===== config.mk =====
export PLATFORM = sky130hd
export DESIGN_NAME = dma_status_poller
export DESIGN_NICKNAME = d
export VERILOG_FILES = /design/src/rtl/dma_status_poller.sv
export SDC_FILE = /design/constraint.sdc
export NUM_CORES = 1
export LEC_CHECK = 0
export CORE_ASPECT_RATIO = 1.75
export CORE_MARGIN = 8
export CORE_UTILIZATION = 30
export CTS_CLUSTER_DIAMETER = 120
export DETAILED_ROUTE_END_ITERATION = 10
export GPL_TIMING_DRIVEN = 0
export PLACE_DENSITY_LB_ADDON = 0.2
export SLEW_MARGIN = 10
export SYNTH_ARGS = -nofsm -noshare
export SYNTH_HDL_FRONTEND = slang
export SYNTH_SLANG_ARGS = --single-unit

===== constraint.sdc =====
create_clock -name clk -period 3.8 [get_ports clk]
set_clock_uncertainty 0.1 [all_clocks]
set_input_delay 0.38 -clock clk [delete_from_list [all_inputs] [get_ports clk]]
set_output_delay 0.38 -clock clk [all_outputs]
set_load 0.01 [all_outputs]

===== src/rtl/dma_status_poller.sv =====
// dma_status_poller
//   Polls an AXI DMA channel status register (MM2S_DMASR / S2MM_DMASR) over
//   an AXI4-Lite read channel until the DMA reports Idle, an error bit, an
//   RRESP error, or the poll budget is exhausted. Reports a one-cycle done
//   pulse with a sticky error code.
// Ports:
//   clk, reset          : clock, synchronous active-high reset
//   start               : one-cycle request; chan_sel/gap_cycles/max_polls
//                         are latched with it (only in IDLE)
//   busy, done          : run in progress / one-cycle completion pulse
//   err, err_code       : sticky result (0 ok, 1 RRESP, 2 DMA error, 3 timeout)
//   last_status         : last status word read
//   poll_cnt            : completed reads in the current run (saturating)
//   M_AXI_AR*, M_AXI_R* : AXI4-Lite read address / read data channels
module dma_status_poller #(
  parameter int          GLOB_ADDR_WIDTH = 32,
  parameter int          GLOB_DATA_WIDTH = 32,
  parameter logic [31:0] DMA_BASE_ADDR   = 32'h0000_0000,
  parameter logic [31:0] MM2S_SR_OFFSET  = 32'h04,
  parameter logic [31:0] S2MM_SR_OFFSET  = 32'h34,
  parameter int          POLL_GAP_WIDTH  = 8,
  parameter int          POLL_CNT_WIDTH  = 16
) (
  input  logic                       clk,
  input  logic                       reset,
  input  logic                       start,
  input  logic                       chan_sel,
  input  logic [POLL_GAP_WIDTH-1:0]  gap_cycles,
  input  logic [POLL_CNT_WIDTH-1:0]  max_polls,
  output logic                       busy,
  output logic                       done,
  output logic                       err,
  output logic [1:0]                 err_code,
  output logic [GLOB_DATA_WIDTH-1:0] last_status,
  output logic [POLL_CNT_WIDTH-1:0]  poll_cnt,
  output logic [GLOB_ADDR_WIDTH-1:0] M_AXI_ARADDR,
  output logic                       M_AXI_ARVALID,
  input  logic                       M_AXI_ARREADY,
  input  logic [GLOB_DATA_WIDTH-1:0] M_AXI_RDATA,
  input  logic [1:0]                 M_AXI_RRESP,
  input  logic                       M_AXI_RVALID,
  output logic                       M_AXI_RREADY
);

  localparam logic [31:0] MM2S_SUM = DMA_BASE_ADDR + MM2S_SR_OFFSET;
  localparam logic [31:0] S2MM_SUM = DMA_BASE_ADDR + S2MM_SR_OFFSET;
  localparam logic [GLOB_ADDR_WIDTH-1:0] MM2S_ADDR = GLOB_ADDR_WIDTH'(MM2S_SUM);
  localparam logic [GLOB_ADDR_WIDTH-1:0] S2MM_ADDR = GLOB_ADDR_WIDTH'(S2MM_SUM);

  typedef enum logic [2:0] {S_IDLE, S_AR, S_R, S_GAP, S_FIN} state_t;

  state_t                    state, state_nx;
  logic [POLL_GAP_WIDTH-1:0] gap_q, gap_cnt;
  logic [POLL_CNT_WIDTH-1:0] max_q, cnt_inc;
  logic                      rd_fin;
  logic [1:0]                rd_code;

  // Outputs decoded straight from the state register: glitch-free, and
  // ARVALID/RREADY are mutually exclusive by construction.
  assign M_AXI_ARVALID = (state == S_AR);
  assign M_AXI_RREADY  = (state == S_R);
  assign busy          = (state == S_AR) || (state == S_R) || (state == S_GAP);
  assign done          = (state == S_FIN);

  assign cnt_inc = (&poll_cnt) ? poll_cnt : poll_cnt + POLL_CNT_WIDTH'(1);

  // Evaluation of the returned status word; order encodes priority, so an
  // error bit wins over Idle and RRESP wins over everything.
  always_comb begin
    rd_fin  = 1'b0;
    rd_code = 2'd0;
    if (M_AXI_RRESP != 2'b00) begin
      rd_fin  = 1'b1;
      rd_code = 2'd1;
    end else if (|M_AXI_RDATA[6:4]) begin
      rd_fin  = 1'b1;
      rd_code = 2'd2;
    end else if (M_AXI_RDATA[1]) begin
      rd_fin  = 1'b1;
      rd_code = 2'd0;
    end else if ((max_q != '0) && (cnt_inc == max_q)) begin
      rd_fin  = 1'b1;
      rd_code = 2'd3;
    end
  end

  always_comb begin
    state_nx = state;
    unique case (state)
      S_IDLE: if (start) state_nx = S_AR;
      S_AR:   if (M_AXI_ARREADY) state_nx = S_R;
      S_R:    if (M_AXI_RVALID) begin
                if (rd_fin)            state_nx = S_FIN;
                else if (gap_q == '0)  state_nx = S_AR;
                else                   state_nx = S_GAP;
              end
      // <= 1 rather than == 1 so a zero count can never wedge the FSM
      S_GAP:  if (gap_cnt <= POLL_GAP_WIDTH'(1)) state_nx = S_AR;
      S_FIN:  state_nx = S_IDLE;
      default: state_nx = S_IDLE;
    endcase
  end

  always_ff @(posedge clk) begin
    if (reset) begin
      state        <= S_IDLE;
      M_AXI_ARADDR <= '0;
      gap_q        <= '0;
      max_q        <= '0;
      gap_cnt      <= '0;
      poll_cnt     <= '0;
      last_status  <= '0;
      err          <= 1'b0;
      err_code     <= 2'd0;
    end else begin
      state <= state_nx;
      unique case (state)
        S_IDLE: if (start) begin
          // Address is fixed for the whole run, so it is trivially stable
          // while ARVALID is high.
          M_AXI_ARADDR <= chan_sel ? S2MM_ADDR : MM2S_ADDR;
          gap_q        <= gap_cycles;
          max_q        <= max_polls;
          poll_cnt     <= '0;
          err          <= 1'b0;
          err_code     <= 2'd0;
        end
        S_R: if (M_AXI_RVALID) begin
          last_status <= M_AXI_RDATA;
          poll_cnt    <= cnt_inc;
          if (rd_fin) begin
            // Result lands on the FIN transition so err is valid with done.
            err_code <= rd_code;
            err      <= (rd_code != 2'd0);
          end else begin
            gap_cnt  <= gap_q;
          end
        end
        S_GAP: gap_cnt <= gap_cnt - POLL_GAP_WIDTH'(1);
        default: ;
      endcase
    end
  end

endmodule


==> out/metrics.yaml, run 1 <==
status: "finished, final reports clean"
hp-class: "reg -> reg"
crit_chain: "ha_1 > nand3_1 > clkbuf_1 > nor3_1 > nor3b_1 > nor4b_1 > nand4_1 > or3_4 > a41o_1 > a22o_1"
grt_start_max_net_pins: 16
fin_crit_sh_pct: 95.2
fp.dieH_um: 184
die_x_um: 112
path_max_fanout: 10
cp-start-kind: "flop"
synthDistinctLibCells: 68
dr.pass1.iters: 4
vdd_drop_max_uv: 178
tightest_slew_ns: 1.20
relSlewSlack_pct: 19.2
globalplace.congestion: 0.937
cts_tree: "done"
drc: 0
fin_area_um2: 6690
grt-ovfl-total: 0
clk_pin_slew_worst_paths_ns: 0.07
layout_setup_ws_ns: 0.184
clock-root-buffer: "clkbuf_16"
ys_dominant_reg_cell: "dfxtp_1"
insertedDiodeCount: 0
drt-total-wl_um: 17500
instances_no_fill: 991
setup_tns_ns: 0
synth-seq-cells: 88
cp-end-kind: "flop"
crit_start: "poll_cnt[1]"
max_freq_ghz: 0.277
p_int_mw: 1.64
power_switching_uw: 616
start_util_pct: 30.5
die_area_um2: 20600
pwr-share-comb_pct: 16.1
vias: 4951
yosys-top-cells-area: "dfxtp_1 37%, nand2_1 11%, a21oi_1 8.4%, buf_4 5.1%, nor2_1 2.6%"
synthCells: 638
drv_cap: 0
utilization_pct: 42.3
core_area_um2: 15800
cts_buffer_depth: 2
syn_avg_cell_area_um2: 7.56
grt.total_usage_pct: 16.7
areaGrowthSynthToFinish_pct: 38.6
place_inst: 976
cp_slowest_cell: "dfxtp_1"
cts_sinks: 88
path_class: "reg -> reg"
syn_area_um2: 4830
seq_power_share_pct: 43.9
worstPathArrival_ns: 3.75
slew_violations: 0
period_minus_slack_ns: 3.62
async_flop_share_pct: 0
p_leak_nw: 2.49
holdPathStages: 2
nets: 865
rsz0062_at_grt: "false"
finalPower_mw: 2.25
insertion_delay_ns: 0.35
hold_viol: 0
hold_start: "last_status[6]"
cts_inserted_buffers: 9
setup_viol: 0
swShare_pct: 27.4
placed_area_um2: 6380
drive_above_1_share_pct: 9.23
antenna_left: 0
io_pins: 151
clkPwrFrac_pct: 40.0
antenna_found_initial: 0
wl_per_cell_um: 17.7
holdBufCountCts: 0
yosysWarnings: 0
h-tree-depth: 3
hold_ws_ns: 0.354
num_rows: 61
numPortBuffers: 121
ys_seq_area_share_pct: 36.5
r2r_cells: 10
drtIter0Drc: 213
yosysMostFrequentCell: "nand2_1"
synth_common_cells: "147 x nand2_1, 88 x dfxtp_1, 81 x a21oi_1, 33 x buf_4, 33 x nor2_1"
place_ws_ns: 0.205
grt_first_pass_wirelength_um: 27000
power_density_nw_per_um2: 337
synth_edf_count: 0
post-dp-hpwl_um: 13700
max_stage_delay_ns: 0.49
via_per_inst: 5.00
synth_top_area_cell: "dfxtp_1"
reg2reg_from: "poll_cnt[1]"
synth_top_area_share_pct: 36.5
first_global_vias: 4916
critical_path_required_ns: 3.94
area by class of cell:
cell class / count / area [µm²]
Fill cell: 1657 / 9110
Multi-Input combinational cell: 490 / 2700
Sequential cell: 88 / 1760
Timing Repair Buffer: 121 / 1210
Buffer: 76 / 440
Tap cell: 189 / 236
Clock buffer: 9 / 225
Clock inverter: 6 / 67.6
Inverter: 12 / 45.0
layout by cell type, fill, tap and decap left out, drive strengths merged, types with 4 or more instances in the layout:
cell           Yosys  routed
clkbuf            29      38
nor4              14      14
a21oi             81      81
nand4             17      17
a211oi             5       5
a31oi              5       5
xor2               6       6
nand2b             5       5
inv               11      13
clkdlybuf4s50      0     121
conb               1      29
xnor2              7       7
mux2i              7       7
nor2b              4       4
dfxtp             88      88
nand2            147     147
or3                5       5
o21ai             15      15
nand3             19      19
a311oi             5       5
nor2              33      33
and3               5       5
o31ai              5       5
nor3              22      22
buf               47      47
cell families after synthesis:
logic type	Yosys count	share of synthesized area [%]
and+or+nand+nor	287	28.7
AOI/OAI and AO/OA	148	19.1
DFF	88	36.5
buffers and inverters	88	10.1
xor gates and xnor gates	14	2.83
muxes	9	1.92
adders and majority gates	3	0.778
other	1	0.0777
critical path, delay by kind of cell (launching register included):
| family | cells | cell delay (ns) |
|---|---|---|
| fa+ha+maj | 1 | 0.33 |
| flops | 1 | 0.49 |
| buf+inv | 1 | 0.28 |
| simple gates | 6 | 1.77 |
| compound gates | 2 | 0.54 |
state kept, by name, indices dropped and copies added (netlist names):
signal        flops
gap_q             8
M_AXI_ARADDR      2
poll_cnt         16
err               1
state             3
err_code          2
gap_cnt           8
max_q            16
last_status      32
timing repair:
action | in CTS | in global routing
setup endpoints to repair | 0 | 9
setup buffers | 0 | 0
gates resized for setup | 0 | 3
power by group through the flow:
stage | sequential [mW] | clock, mW | combinational [mW]
final | 0.987 | 0.901 | 0.363
after global routing | 0.992 | 0.958 | 0.399
after CTS | 0.987 | 0.929 | 0.363
after detailed placement | 1.01 | 0 | 0.361
after global placement | 1.01 | 0 | 0.361
after floorplan | 1.00 | 0 | 0.201
final timing paths:
path / end / slack, ns
setup reg to reg: err / 0.18
setup / recovery: err / 0.18
hold reg to reg: last_status[6] / 0.35
hold / removal: last_status[6] / 0.35
layer usage:
metal | up-vias | track usage, % | routed length [µm]
met1 | 2299 | 16.5 | 6640
li1 | 2505 | - | -
met3 | 22 | 3.65 | 719
met4 | 0 | 6.49 | 381
met5 | - | 0 | 0
met2 | 125 | 32.9 | 9750
No activity file was read; power rests on OpenSTA's default activity.
==> run 2, diff against run 1 <==
--- a/config.mk
+++ b/config.mk
@@ -5,6 +5,7 @@
 export SDC_FILE = /design/constraint.sdc
 export NUM_CORES = 1
 export LEC_CHECK = 0
+export CAP_MARGIN = 30
 export CORE_ASPECT_RATIO = 1.75
 export CORE_MARGIN = 8
 export CORE_UTILIZATION = 30
@@ -12,6 +13,7 @@
 export DETAILED_ROUTE_END_ITERATION = 10
 export GPL_TIMING_DRIVEN = 0
 export PLACE_DENSITY_LB_ADDON = 0.2
+export RECOVER_POWER = 50
 export SLEW_MARGIN = 10
 export SYNTH_ARGS = -nofsm -noshare
 export SYNTH_HDL_FRONTEND = slang
==> run 2 against run 1 <==
Compared with the run above: count of clock-buffer cells in the layout rose by 1; die area did not move; power rose by 1.3%; register-to-register slack improved by 0.07 ns; largest power group unchanged; highest routed layer unchanged.
==> out/metrics.yaml, run 2 (synthesis gave the netlist of run 1 again) <==
cts_tree: "done"
insertedDiodeCount: 0
grt.total_usage_pct: 16.7
fin_crit_sh_pct: 93.2
grt_first_pass_wirelength_um: 27000
path_max_fanout: 10
via_per_inst: 5.06
first_global_vias: 4912
vdd_drop_max_uv: 193
grt_start_max_net_pins: 17
cp-start-kind: "flop"
hp-class: "reg -> reg"
insertion_delay_ns: 0.35
top_regs: "last_status (32), max_q (16), poll_cnt (16)"
post-dp-hpwl_um: 13700
vias: 5033
antenna_left: 0
drc: 0
largest_reg_flops: 32
numPortBuffers: 121
slew_violations: 0
drtIter0Drc: 297
setup_tns_ns: 0
cts_sinks: 88
worstPathArrival_ns: 3.67
drv_cap: 0
path_class: "reg -> reg"
hold_viol: 0
globalplace.congestion: 0.937
drive_above_1_share_pct: 9.44
cts_inserted_buffers: 9
core_area_um2: 15800
final_cell_mix: "147 x nand2_1, 88 x dfxtp_1, 81 x a21oi_1, 66 x clkdlybuf4s50_1, 55 x dlygate4sd3_1"
p_leak_nw: 2.69
holdBufCountCts: 0
num_rows: 61
wl_per_cell_um: 17.7
areaGrowthSynthToFinish_pct: 39.0
max_freq_ghz: 0.282
die_area_um2: 20600
cp_slowest_cell: "or3_4"
grt-ovfl-total: 0
h-tree-depth: 3
cts_setup_buffers: 0
max_stage_delay_ns: 0.49
start_util_pct: 30.5
status: "finished, final reports clean"
fillers: 1674
period_minus_slack_ns: 3.54
dr.pass1.iters: 5
clock-root-buffer: "clkbuf_16"
power_density_nw_per_um2: 340
io_pins: 151
tightest_slew_ns: 0.712
cp-end-kind: "flop"
clk_pin_slew_worst_paths_ns: 0.07
crit_chain: "ha_1 > nand3_1 > clkbuf_1 > nor3_2 > o2bb2ai_1 > a2111oi_1 > nand4_1 > or3_4 > a41o_1 > a22o_1"
relSlewSlack_pct: 52.2
cts_buffer_depth: 2
drt-total-wl_um: 17600
die_x_um: 112
rsz0062_at_grt: "false"
antenna_found_initial: 0
regMostFlops: "last_status"
fp.dieH_um: 184
setup_viol: 0
critical_path_required_ns: 3.93
final_common_cell: "nand2_1"
nets: 867
finalPower_mw: 2.28
[run 2: final cells by class]
| cell class | instances | area (µm²) | area share, % |
|---|---|---|---|
| clock inverters | 6 | 75.1 | 1.12 |
| multi-input cells | 490 | 2700 | 40.2 |
| inverters | 12 | 45.0 | 0.671 |
| flip-flops and latches | 88 | 1760 | 26.3 |
| clock buffers | 10 | 229 | 3.41 |
| well taps | 189 | 236 | 3.52 |
| plain buffers | 76 | 440 | 6.56 |
| repair buffers | 123 | 1220 | 18.2 |
[run 2: where the power goes]
| group | switching, mW | total [mW] | internal (mW) |
|---|---|---|---|
| registers | 0.0337 | 0.987 | 0.953 |
| clock network | 0.412 | 0.933 | 0.521 |
| logic | 0.192 | 0.361 | 0.169 |
[run 2: metal layers]
| metal | vias up | GRT usage (%) | share of wire, % |
|---|---|---|---|
| li1 | 2501 | - | - |
| met1 | 2313 | 16.5 | 37 |
| met2 | 193 | 33.0 | 55 |
| met3 | 26 | 3.36 | 5.3 |
| met4 | 0 | 6.60 | 2.4 |
| met5 | - | 0 | 0 |
[run 2: metrics by stage]
step           setup WS, ns  utilization (%)  std cells  instance area, µm²  hold WS [ns]
6_report              0.257             42.5        994                6710         0.351
3_3_place_gp          0.152             40.4        976                6380         0.342
3_5_place_dp          0.227             40.5        978                6390         0.346
5_1_grt              0.0448             42.5        994                6710         0.368
2_1_floorplan         0.856                -        666                4930         0.345
4_1_cts               0.201             42.4        994                6700         0.357
[run 2: timing repair]
action / CTS / global route
endpoints found under the hold margin: 0 / 0
resized for setup: 0 / 3
endpoints found under the setup margin: 0 / 8
[run 2: worst max-delay path: cells and delay by family (launching register included)]
kind                     cells  cell delay (ns)
buffers and inverters        1             0.28
adder cells (fa/ha/maj)      1             0.33
AND/OR/NAND/NOR              4             1.19
AO/OA/AOI/OAI                4             1.06
flip-flops                   1             0.48
[run 2: worst paths after layout]
check,start,to,slack [ns],cells after the start
max,poll_cnt[1],err,0.26,10
min,last_status[15],last_status[15],0.35,2
max reg2reg,poll_cnt[1],err,0.26,10
min reg2reg,last_status[15],last_status[15],0.35,2
==> run 3, diff against run 2 <==
--- a/config.mk
+++ b/config.mk
@@ -9,6 +9,7 @@
 export CORE_ASPECT_RATIO = 1.75
 export CORE_MARGIN = 8
 export CORE_UTILIZATION = 30
+export CTS_BUF_LIST = sky130_fd_sc_hd__clkbuf_16
 export CTS_CLUSTER_DIAMETER = 120
 export DETAILED_ROUTE_END_ITERATION = 10
 export GPL_TIMING_DRIVEN = 0
==> run 3 against run 2 <==
Compared with the run above: fmax is 1.0% lower; register-to-register slack worse by 0.04 ns; combinational power hardly changed; critical path depth stayed put; global-route usage hardly changed; non-clock buffer count stayed put; critical path type unchanged; critical endpoint unchanged.
==> out/metrics.yaml, run 3 (synthesis gave the netlist of run 1 again) <==
cp_slowest_cell: "or3_4"
placed_area_um2: 6390
insertion_delay_ns: 0.35
cp-start-kind: "flop"
insertedDiodeCount: 0
die_area_um2: 20600
max_stage_delay_ns: 0.49
largest_reg_flops: 32
fin_crit_sh_pct: 94.2
final_common_cell: "nand2_1"
clk_pin_slew_worst_paths_ns: 0.07
cts_sinks: 88
relSlewSlack_pct: 52.0
numPortBuffers: 121
finalPower_mw: 2.28
path_buf_inv: 1
setup_viol: 0
grt_first_pass_wirelength_um: 27000
core_area_um2: 15800
cts_buffer_depth: 2
cp-end-kind: "flop"
drv_cap: 0
vdd_drop_max_uv: 194
layout_setup_ws_ns: 0.220
path_class: "reg -> reg"
drtIter0Drc: 275
worstPathArrival_ns: 3.71
clock-root-buffer: "clkbuf_16"
grt-ovfl-total: 0
max_freq_ghz: 0.279
via_per_inst: 5.10
period_minus_slack_ns: 3.58
nets: 867
start_util_pct: 30.5
power_density_nw_per_um2: 339
drc: 0
h-tree-depth: 3
status: "finished, final reports clean"
hold_viol: 0
crit_chain: "ha_1 > nand3_1 > clkbuf_1 > nor3_2 > o2bb2ai_1 > a2111oi_1 > nand4_1 > or3_4 > a41o_1 > a22o_1"
hold_ws_ns: 0.351
first_global_vias: 4908
fin_area_um2: 6710
drive_above_1_share_pct: 9.44
instances_no_fill: 994
dr.pass1.iters: 5
utilization_pct: 42.5
areaGrowthSynthToFinish_pct: 39.0
io_pins: 151
num_rows: 61
setup_tns_ns: 0
final_cell_mix: "147 x nand2_1, 88 x dfxtp_1, 81 x a21oi_1, 66 x clkdlybuf4s50_1, 55 x dlygate4sd3_1"
cts_inserted_buffers: 9
top_regs: "last_status (32), max_q (16), poll_cnt (16)"
tightest_slew_ns: 0.715
drt-total-wl_um: 17600
p_leak_nw: 2.69
slew_violations: 0
antenna_found_initial: 0
cts_tree: "done"
regMostFlops: "last_status"
path_max_fanout: 10
hp-class: "reg -> reg"
place_ws_ns: 0.227
rsz0062_at_grt: "false"
cts_setup_buffers: 0
wl_per_cell_um: 17.7
r2r_slack_ns: 0.22
fp.dieH_um: 184
vias: 5065
cpLargestDelayFamily: "simple AND/OR/NAND/NOR gates"
die_x_um: 112
globalplace.congestion: 0.937
post-dp-hpwl_um: 13700
grt.total_usage_pct: 16.7
antenna_left: 0
grt_start_max_net_pins: 17
place_inst: 978
critical_path_required_ns: 3.93
run 3: cell count changes in the layout (fill, tap and decap cells not counted), sizes merged:
cell    delta
clkbuf     -1
inv        +1
run 3: worst paths after layout:
| check | cells past startpoint | endpoint | startpoint |
|---|---|---|---|
| setup reg to reg | 10 | err | poll_cnt[1] |
| hold reg to reg | 2 | last_status[6] | last_status[6] |
| hold / removal | 2 | last_status[6] | last_status[6] |
| setup / recovery | 10 | err | poll_cnt[1] |
run 3: power by group:
part,internal [mW],leakage (nW),switching [mW]
sequential,0.953,0.714,0.0339
clock,0.519,0.150,0.408
combinational,0.169,1.83,0.192
total,1.64,2.69,0.635
run 3: worst register-to-register path, stage by stage (launching register included):
cell	delay (ns)
dfxtp_1	0.48
ha_1	0.33
nand3_1	0.16
clkbuf_1	0.29
nor3_2	0.25
o2bb2ai_1	0.10
a2111oi_1	0.46
nand4_1	0.30
or3_4	0.49
a41o_1	0.29
a22o_1	0.24
run 3: layout make-up:
type                       instances  area (µm²)
buffer                            76         440
clock buffer                       9         225
clock inverter                     7        78.8
fill                            1674        9090
inverter                          12        45.0
multi-input combinational        490        2700
sequential                        88        1760
tap                              189         236
timing repair buffer             123        1220
run 3: repair_timing:
item | CTS | global route
resized for setup | 0 | 3
setup endpoints to repair | 0 | 8
hold buffers | 0 | 0
run 3: per-layer routing:
layer  track usage, %  up-vias  share of wire, %
met4             6.60        0               2.4
met2             33.0      172                55
met5                0        -                 0
met1             16.4     2356                38
met3             3.36       26               4.8
li1                 -     2511                 -
